**config.mk**
```make
export PLATFORM = sky130hd
export DESIGN_NAME = muldiv4_seq_unit
export DESIGN_NICKNAME = d
export VERILOG_FILES = /design/src/rtl/muldiv4_pkg.sv /design/src/rtl/muldiv4_addsub.sv /design/src/rtl/muldiv4_seq_unit.sv
export SDC_FILE = /design/constraint.sdc
export NUM_CORES = 1
export LEC_CHECK = 0
export ABC_AREA = 1
export CORE_UTILIZATION = 35
export CTS_BUF_LIST = sky130_fd_sc_hd__clkbuf_8
export CTS_CLUSTER_DIAMETER = 40
export DETAILED_ROUTE_END_ITERATION = 8
export PLACE_DENSITY = 0.6
export SKIP_CTS_REPAIR_TIMING = 1
export SYNTH_ARGS = -nofsm -noshare
export SYNTH_HDL_FRONTEND = slang
export SYNTH_SLANG_ARGS = --single-unit
```
**constraint.sdc**
```tcl
create_clock -name clock -period 2.5 [get_ports clock]
set_input_delay 0.25 -clock clock [delete_from_list [all_inputs] [get_ports clock]]
set_output_delay 0.25 -clock clock [all_outputs]
set_load 0.01 [all_outputs]
```
**src/rtl/muldiv4_pkg.sv**
```systemverilog
// Shared encodings and default width for the iterative multiply/divide unit.
package muldiv4_pkg;

    localparam int MULDIV_WIDTH = 4;

    typedef enum logic [1:0] {
        ST_IDLE = 2'd0,
        ST_RUN  = 2'd1,
        ST_DONE = 2'd2
    } state_e;

    localparam logic OP_MUL = 1'b0;
    localparam logic OP_DIV = 1'b1;

endpackage

```
**src/rtl/muldiv4_addsub.sv**
```systemverilog
// W-bit adder/subtractor; cout_o is the carry out, and for subtraction it is 1 when x_i >= y_i.
module muldiv4_addsub #(
    parameter int W = 5
) (
    input  logic [W-1:0] x_i,
    input  logic [W-1:0] y_i,
    input  logic         sub_i,
    output logic [W-1:0] sum_o,
    output logic         cout_o
);
    logic [W-1:0] y_eff;
    logic [W:0]   full;

    assign y_eff = sub_i ? ~y_i : y_i;
    assign full  = {1'b0, x_i} + {1'b0, y_eff} + {{W{1'b0}}, sub_i};
    assign {cout_o, sum_o} = full;

endmodule

```
**src/rtl/muldiv4_seq_unit.sv**
```systemverilog
// Iterative unsigned multiply (shift-add) / divide (restoring) unit, one step per clock.
// Defining MULDIV4_SIGNED_EN adds the signed_op input for two's-complement operands.
module muldiv4_seq_unit
    import muldiv4_pkg::*;
#(
    parameter int WIDTH = MULDIV_WIDTH
) (
    input  logic               clock,
    input  logic               reset,
    input  logic               start,
    input  logic               op,
`ifdef MULDIV4_SIGNED_EN
    input  logic               signed_op,
`endif
    input  logic [WIDTH-1:0]   a,
    input  logic [WIDTH-1:0]   b,
    output logic               busy,
    output logic               done,
    output logic [2*WIDTH-1:0] result,
    output logic               div_by_zero
);
    localparam int            CW       = $clog2(WIDTH) + 1;
    localparam logic [CW-1:0] CNT_LAST = CW'(WIDTH - 1);

    state_e             state_q;
    logic [CW-1:0]      cnt_q;
    logic               op_q;
    logic [WIDTH-1:0]   sr_q, y_q, rem_q;
    logic [2*WIDTH-1:0] acc_q, result_q;
    logic               busy_q, done_q, dbz_q;
`ifdef MULDIV4_SIGNED_EN
    logic               sgn_q, negp_q, negr_q;
    logic [WIDTH-1:0]   quo_s, rem_s;
`endif

    logic [WIDTH:0]     as_x, as_y, as_sum, mul_hi;
    logic               as_cout;
    logic [2*WIDTH-1:0] acc_d, res_d;
    logic [WIDTH-1:0]   rem_d, sr_d, lat_a, lat_b;
    logic               dbz_d;

    // Signed operands enter the unsigned core as magnitudes; signs are reapplied at the result load.
    always_comb begin
        lat_a = a;
        lat_b = b;
`ifdef MULDIV4_SIGNED_EN
        if (signed_op && a[WIDTH-1]) lat_a = -a;
        if (signed_op && b[WIDTH-1]) lat_b = -b;
`endif
    end

    // Multiply adds the multiplicand into the upper half; divide trial-subtracts from the shifted remainder.
    assign as_y = {1'b0, y_q};
    assign as_x = (op_q == OP_MUL) ? {1'b0, acc_q[2*WIDTH-1:WIDTH]} : {rem_q, sr_q[WIDTH-1]};

    muldiv4_addsub #(.W(WIDTH + 1)) u_addsub (
        .x_i    (as_x),
        .y_i    (as_y),
        .sub_i  (op_q),
        .sum_o  (as_sum),
        .cout_o (as_cout)
    );

    always_comb begin
        mul_hi = acc_q[0] ? as_sum : {1'b0, acc_q[2*WIDTH-1:WIDTH]};
        acc_d  = acc_q;
        rem_d  = rem_q;
        sr_d   = sr_q;
        if (op_q == OP_MUL) begin
            acc_d = {mul_hi, acc_q[WIDTH-1:1]};
        end else begin
            rem_d = as_cout ? as_sum[WIDTH-1:0] : as_x[WIDTH-1:0];
            sr_d  = {sr_q[WIDTH-2:0], as_cout};
        end
    end

    always_comb begin
        dbz_d = (op_q == OP_DIV) && (y_q == '0);
        res_d = (op_q == OP_MUL) ? acc_d : {rem_d, sr_d};
`ifdef MULDIV4_SIGNED_EN
        quo_s = sr_d;
        rem_s = rem_d;
        if (sgn_q) begin
            if (op_q == OP_MUL) begin
                if (negp_q) res_d = -acc_d;
            end else begin
                if (dbz_d)       quo_s = '1;
                else if (negp_q) quo_s = -sr_d;
                if (negr_q)      rem_s = -rem_d;
                res_d = {rem_s, quo_s};
            end
        end
`endif
    end

    // The multiplier sits in the low half of the accumulator and is consumed as the product shifts in.
    always_ff @(posedge clock or posedge reset) begin
        if (reset) begin
            state_q  <= ST_IDLE;
            cnt_q    <= '0;
            op_q     <= OP_MUL;
            sr_q     <= '0;
            y_q      <= '0;
            rem_q    <= '0;
            acc_q    <= '0;
            result_q <= '0;
            busy_q   <= 1'b0;
            done_q   <= 1'b0;
            dbz_q    <= 1'b0;
`ifdef MULDIV4_SIGNED_EN
            sgn_q    <= 1'b0;
            negp_q   <= 1'b0;
            negr_q   <= 1'b0;
`endif
        end else begin
            done_q <= 1'b0;
            case (state_q)
                ST_IDLE, ST_DONE: begin
                    if (start) begin
                        state_q <= ST_RUN;
                        busy_q  <= 1'b1;
                        cnt_q   <= '0;
                        op_q    <= op;
                        sr_q    <= lat_a;
                        y_q     <= (op == OP_MUL) ? lat_a : lat_b;
                        rem_q   <= '0;
                        acc_q   <= {{WIDTH{1'b0}}, lat_b};
`ifdef MULDIV4_SIGNED_EN
                        sgn_q   <= signed_op;
                        negp_q  <= signed_op & (a[WIDTH-1] ^ b[WIDTH-1]);
                        negr_q  <= signed_op & a[WIDTH-1];
`endif
                    end else begin
                        state_q <= ST_IDLE;
                    end
                end
                ST_RUN: begin
                    acc_q <= acc_d;
                    rem_q <= rem_d;
                    sr_q  <= sr_d;
                    cnt_q <= cnt_q + 1'b1;
                    if (cnt_q == CNT_LAST) begin
                        state_q  <= ST_DONE;
                        busy_q   <= 1'b0;
                        done_q   <= 1'b1;
                        result_q <= res_d;
                        dbz_q    <= dbz_d;
                    end
                end
                default: state_q <= ST_IDLE;
            endcase
        end
    end

    assign busy        = busy_q;
    assign done        = done_q;
    assign result      = result_q;
    assign div_by_zero = dbz_q;

endmodule

```
---- Yosys cells after proc, flatten, opt, wreduce, memory -nomap -nowiden ----
Cells that the tools add are included.
storage, ports and cells
  flip-flop bits (word level) ............. 37
  input port bits ......................... 12
cells by class
  equality and inequality tests ........... 5
  reductions and logical operators ........ 9
  add/sub/neg operators ................... 3
  bitwise operators ....................... 1
  multiplexer cells ....................... 25
operators by type and width
  cell                                                                   count
  4-bit 2-to-1 mux                                                       6
  8-bit 2-to-1 mux                                                       3
  4-bit one-hot mux with 2 select lines                                  2
  8-bit one-hot mux with 2 select lines                                  1
  5-bit 2-to-1 mux                                                       3
  5-bit by 5-bit adder with 6-bit output                                 1
  6-bit by 1-bit adder with 6-bit output                                 1
  3-bit one-hot mux with 2 select lines                                  1
  2-bit AND reduction                                                    3
  1-bit 2-to-1 mux                                                       5
  4-bit inverter with 5-bit output                                       1
  4-bit logical NOT                                                      1
  2-bit inequality test, second input constant                           2
  2-bit one-hot mux with 2 select lines                                  1
  3-bit by 1-bit adder with 3-bit output, second input constant          1
  3-bit by 2-bit equality test with 1-bit output, second input constant  1
  3-bit 2-to-1 mux                                                       1
  3-bit AND reduction                                                    1
  2-bit by 1-bit equality test with 1-bit output, second input constant  1
  2-bit equality test, second input constant                             1
  2-bit logical NOT                                                      1
  2-bit 2-to-1 mux                                                       1
  1-bit one-hot mux with 2 select lines                                  1
  2-bit nonzero test                                                     1
  2 further kinds                                                        2

---- Depth between registers and ports, before layout ----
  depth in word-level cells ............... 7
  depth in mapped cells ................... 16
  mapped depth without buffers ............ 15

---- Cells and area by module ----
Synthesis repeated with hierarchy kept, for this count alone.
unflattened totals
  cells, all modules ...................... 288
  area total of the unflattened synthesis .. 2159.6 um^2
modules (own cells, without submodules)
  module            instances  area an instance (um^2)  cells each  seq. area each (um^2)
  muldiv4_seq_unit  1          1850.5                   244         925.9
  muldiv4_addsub    1          309.0                    44          0.0

---- Worst setup path after synthesis ----
No wires, ideal clock.
  path kind ............................... register to register
  from .................................... register op_q
  to ...................................... register result_q[6] (netlist: result[6])
  slack ................................... 437 ps
  period minus slack after synthesis ...... 2063 ps
  data arrival time ....................... 1947 ps
  required time ........................... 2384 ps
  cell stages (with the launch flop) ...... 15
  cell sequence ........................... dfrtp_1 -> buf_6 -> buf_2 -> xor2_1 -> ha_1 -> a21oi_1 -> nor2_2 -> nor2_4 -> nand2_4 -> nand2_1 -> nand2_1 -> inv_1 -> nand2_1 -> nand2_1 -> nand2_1
between the ends
  word-level cells in the longest chain between the ends .. 6
  elaborated cells between the ends (all ways) .. 9
ends and longest elaborated chain
  item                                                         RTL line                                        RTL
  start: declaration                                           muldiv4_seq_unit.sv:27                          logic op_q;
  start signal: assignment                                     muldiv4_seq_unit.sv:123                         op_q <= op;
  5-bit 2-to-1 mux, on equally long branches                   muldiv4_seq_unit.sv:54, muldiv4_addsub.sv:14
  5-bit by 5-bit adder with 6-bit output                       muldiv4_addsub.sv:15                            assign full = {1'b0, x_i} + {1'b0, y_eff} + {{W{1'b0}}, sub_i};
  6-bit by 1-bit adder with 6-bit output                       muldiv4_addsub.sv:15
  5-bit 2-to-1 mux / 4-bit 2-to-1 mux (equally long branches)  muldiv4_seq_unit.sv:65, muldiv4_seq_unit.sv:72
  8-bit 2-to-1 mux / 4-bit 2-to-1 mux (equally long branches)  muldiv4_seq_unit.sv:69                          if (op_q == OP_MUL) begin
  8-bit 2-to-1 mux *                                           muldiv4_seq_unit.sv:79                          res_d = (op_q == OP_MUL) ? acc_d : {rem_d, sr_d};
  end signal: assignment                                       muldiv4_seq_unit.sv:146                         result_q <= res_d;
  end: declaration                                             muldiv4_seq_unit.sv:29                          logic [2*WIDTH-1:0] acc_q, result_q;
Mark *: on every way between the ends. The rest lies on a longest branch, timed or not.
A chain may end at the register's enable or synchronous reset.

---- Final worst setup path ----
  from .................................... register op_q
  to ...................................... register rem_q[0]
between the ends
  word-level cells in the longest chain between the ends .. 6
  elaborated cells between the ends (all ways) .. 7
ends and longest elaborated chain
  item                                        RTL line                                      RTL
  5-bit 2-to-1 mux, on equally long branches  muldiv4_seq_unit.sv:54, muldiv4_addsub.sv:14
  5-bit by 5-bit adder with 6-bit output      muldiv4_addsub.sv:15
  6-bit by 1-bit adder with 6-bit output      muldiv4_addsub.sv:15
  4-bit 2-to-1 mux                            muldiv4_seq_unit.sv:72                        rem_d = as_cout ? as_sum[WIDTH-1:0] : as_x[WIDTH-1:0];
  4-bit 2-to-1 mux *                          muldiv4_seq_unit.sv:69
  4-bit one-hot mux with 2 select lines *     muldiv4_seq_unit.sv:117                       case (state_q)
  end signal: assignment                      muldiv4_seq_unit.sv:139                       rem_q <= rem_d;
  end: declaration                            muldiv4_seq_unit.sv:28                        logic [WIDTH-1:0] sr_q, y_q, rem_q;
Marks and branches as above.

==> impl_metrics.json <==
{
  "seqPwrFrac": 0.291,
  "synthFlopType": "dfrtp_1",
  "hold_violations": 0,
  "cts_tree": "yes",
  "slew_headroom": 0.6769,
  "startpoint_type": "register",
  "grt_pass1_wl_mm": 8.466,
  "synth_top_family_by_area": "simple AND/OR/NAND/NOR gates",
  "pre_cts_slack_ns": 0.2977,
  "critPathRequiredTime_ns": 2.72,
  "post_drt_wl_per_cell_um": 14.12,
  "layout-drive-gt1-share": 0.1014,
  "drv_cap": 0,
  "first_pass_iters": 4,
  "p_clk_frac": 0.113,
  "finalSetupViolations": 0,
  "gr-total-overflow": 0,
  "first_iter_violations": 106,
  "p_switching_w": 0.001692,
  "async_flop_share": 1.000,
  "fin_nets": 293,
  "final_common_cell": "nand2_1",
  "vdd_ir_drop_max_mv": 0.6193,
  "drc": 0,
  "dp.cells": 340,
  "vias": 1750,
  "cts_sinks": 37,
  "place.detailed.hpwl_mm": 3.674,
  "synthSimpleGateAreaFrac": 0.2662,
  "multi_input_area_um2": 963.4,
  "clockBufferDepth": 2,
  "syn_area_per_cell_um2": 8.264,
  "cts.htree.levels": 2,
  "swShare": 0.4683,
  "final_util": 0.4384,
  "grt_max_degree": 38,
  "setup_slack_ns": 0.2593,
  "critical_path_class": "register to register",
  "start_util": 0.3677,
  "p_total_w": 0.003612,
  "antenna_found_initial": 0,
  "ys.warnings.count": 0,
  "cts-root-buf": "clkbuf_8",
  "arrival_ns": 2.46,
  "coreArea_um2": 5574,
  "hold_path_class": "input port to asynchronous set/reset pin",
  "leakage_nw": 1.177,
  "final_cells": 348,
  "synth-seq-cells": 37,
  "place.gp.congestion": 0.8810,
  "layout_common_cells": "nand2_1, dfrtp_1, inv_1, clkdlybuf4s50_1",
  "final_max_slew_viol_count": 0,
  "clk_pin_slew_ns": 0.08,
  "power_density_nw_per_um2": 1478,
  "clkLatencyLatePin_ns": 0.29,
  "fin_crit_sh": 0.8963,
  "status": "complete, no violations",
  "n_antenna_cell": 0,
  "fmax_mhz": 446.3,
  "synth_xor_area_frac": 0.01282,
  "wirelength_mm": 4.914,
  "synth.area.mux_share": 0,
  "grt_use_total": 0.1799,
  "synthAdderAreaFrac": 0.04029,
  "die-area_um2": 6165,
  "synthesis.nets": 266,
  "rsz0062_at_grt": "false",
  "fillers": 570,
  "core.rowCount": 27,
  "synth_edf_count": 0,
  "seq_area_frac_synth": 0.4518,
  "synth_compound_area_frac": 0.1508,
  "intPower_w": 0.001921,
  "critical_path.max_fanout": 10,
  "vias_per_cell": 5.029,
  "die_w_um": 78.52,
  "io_buffers": 22,
  "syn2layout_area_growth_pct": 19.23,
  "finalClockSkew_ns": 0.006164,
  "p_comb_frac": 0.596,
  "die_h_um": 78.52,
  "top_level_ports": 23,
  "numCtsBuffers": 5,
  "endpoint_kind": "register",
  "ff_latch_area_um2": 925.9,
  "worstMarginPinSlew_ns": 0.4847,
  "grt_pass1_vias": 1783,
  "syn_inst": 248,
  "synthDistinctLibCells": 39,
  "tns_ns": 0,
  "synth_area_um2": 2049,
  "fin_crit_ns": 2.241,
  "ant_nets": 0
}
## final timing paths
kind | cells past startpoint | start | slack (ns) | end
worst max-delay path | 11 | op_q$_DFFE_PP0P_ | 0.26 | rem_q[0]$_DFFE_PP0P_
worst min-delay path | 3 | reset | 0.36 | result[6]$_DFFE_PP0P_
worst max register to register | 11 | op_q$_DFFE_PP0P_ | 0.26 | rem_q[0]$_DFFE_PP0P_
worst min register to register | 1 | cnt_q[0]$_DFFE_PP0P_ | 0.48 | cnt_q[0]$_DFFE_PP0P_
max in group asynchronous | 3 | reset | 1.79 | acc_q[3]$_DFFE_PP0P_
min in group clock | 1 | cnt_q[0]$_DFFE_PP0P_ | 0.48 | cnt_q[0]$_DFFE_PP0P_
## kinds of logic after synthesis
| group | Yosys count |
|---|---|
| adder cells (fa/ha/maj) | 6 |
| AO/OA/AOI/OAI | 50 |
| AND/OR/NAND/NOR | 113 |
| XOR/XNOR | 3 |
| buffers and inverters | 39 |
| flip-flops | 37 |
## stage by stage
step                      cell area [um2]  hold slack, ns
after floorplan                      2049          0.3830
after global placement               2357          0.4658
after detailed placement             2357          0.4702
after CTS                            2444          0.3808
after global routing                 2444          0.4229
final                                2444          0.3648
## registers in the layout (all words and copies together) (netlist names)
signal,count
acc_q,8
busy,1
cnt_q,3
div_by_zero,1
done,1
op_q,1
rem_q,4
result,8
sr_q,4
state_q,2
y_q,4
## cells in the mapped netlist, types with 2 or more instances
| library cell | instances | area share |
|---|---|---|
| nand2_1 | 69 | 0.13 |
| dfrtp_1 | 37 | 0.45 |
| inv_1 | 30 | 0.055 |
| nand3_1 | 16 | 0.039 |
| o21ai_0 | 16 | 0.039 |
| a21oi_1 | 12 | 0.029 |
| nor2_1 | 11 | 0.020 |
| ha_1 | 5 | 0.031 |
| clkbuf_1 | 3 | 0.0055 |
| nand3_4 | 3 | 0.026 |
| o211ai_1 | 3 | 0.011 |
| o22ai_1 | 3 | 0.0092 |
| a21boi_0 | 2 | 0.0073 |
| buf_2 | 2 | 0.0049 |
| inv_2 | 2 | 0.0037 |
| nand2_4 | 2 | 0.011 |
| nand3b_1 | 2 | 0.0073 |
| nand4_1 | 2 | 0.0061 |
| nor2_2 | 2 | 0.0061 |
| nor2_4 | 2 | 0.011 |
| o2111ai_1 | 2 | 0.0085 |
| o21a_1 | 2 | 0.0073 |
| o21bai_1 | 2 | 0.0073 |
| or2_2 | 2 | 0.0061 |
| xor2_1 | 2 | 0.0085 |
## critical path: stages (launching register included)
cell and delay [ns]:
dfrtp_1 0.41, buf_4 0.19, nand2_1 0.09, o21ai_0 0.10, ha_1 0.36, a21oi_1 0.29, nor2_2 0.08, nor2_4 0.15
nand2_4 0.10, nand3_1 0.10, nand3_1 0.13, o21bai_1 0.16
## power groups by stage
stage                     logic [W]  clock network [W]  registers, W
after floorplan             0.00153                  0       0.00106
after global placement      0.00217                  0       0.00106
after detailed placement    0.00213                  0       0.00106
after CTS                   0.00216           0.000421       0.00105
after global routing        0.00243           0.000442       0.00109
final                       0.00215           0.000408       0.00105
## cell type report
cell class                 count  area share
sequential                    37      0.3789
timing repair buffer          27      0.1055
clock buffer                   5     0.02816
inverter                      32     0.04916
multi-input combinational    172      0.3943
clock inverter                 3    0.007168
tap                           72     0.03687
## routing by layer
metal | up-vias | track usage | part of all wire
met5 | - | 0 | 0
met4 | 0 | 0.08148 | 0.017
met3 | 10 | 0.03488 | 0.029
met2 | 32 | 0.2948 | 0.47
met1 | 841 | 0.2280 | 0.49
li1 | 867 | - | -
(Power assumes the default switching activity.)
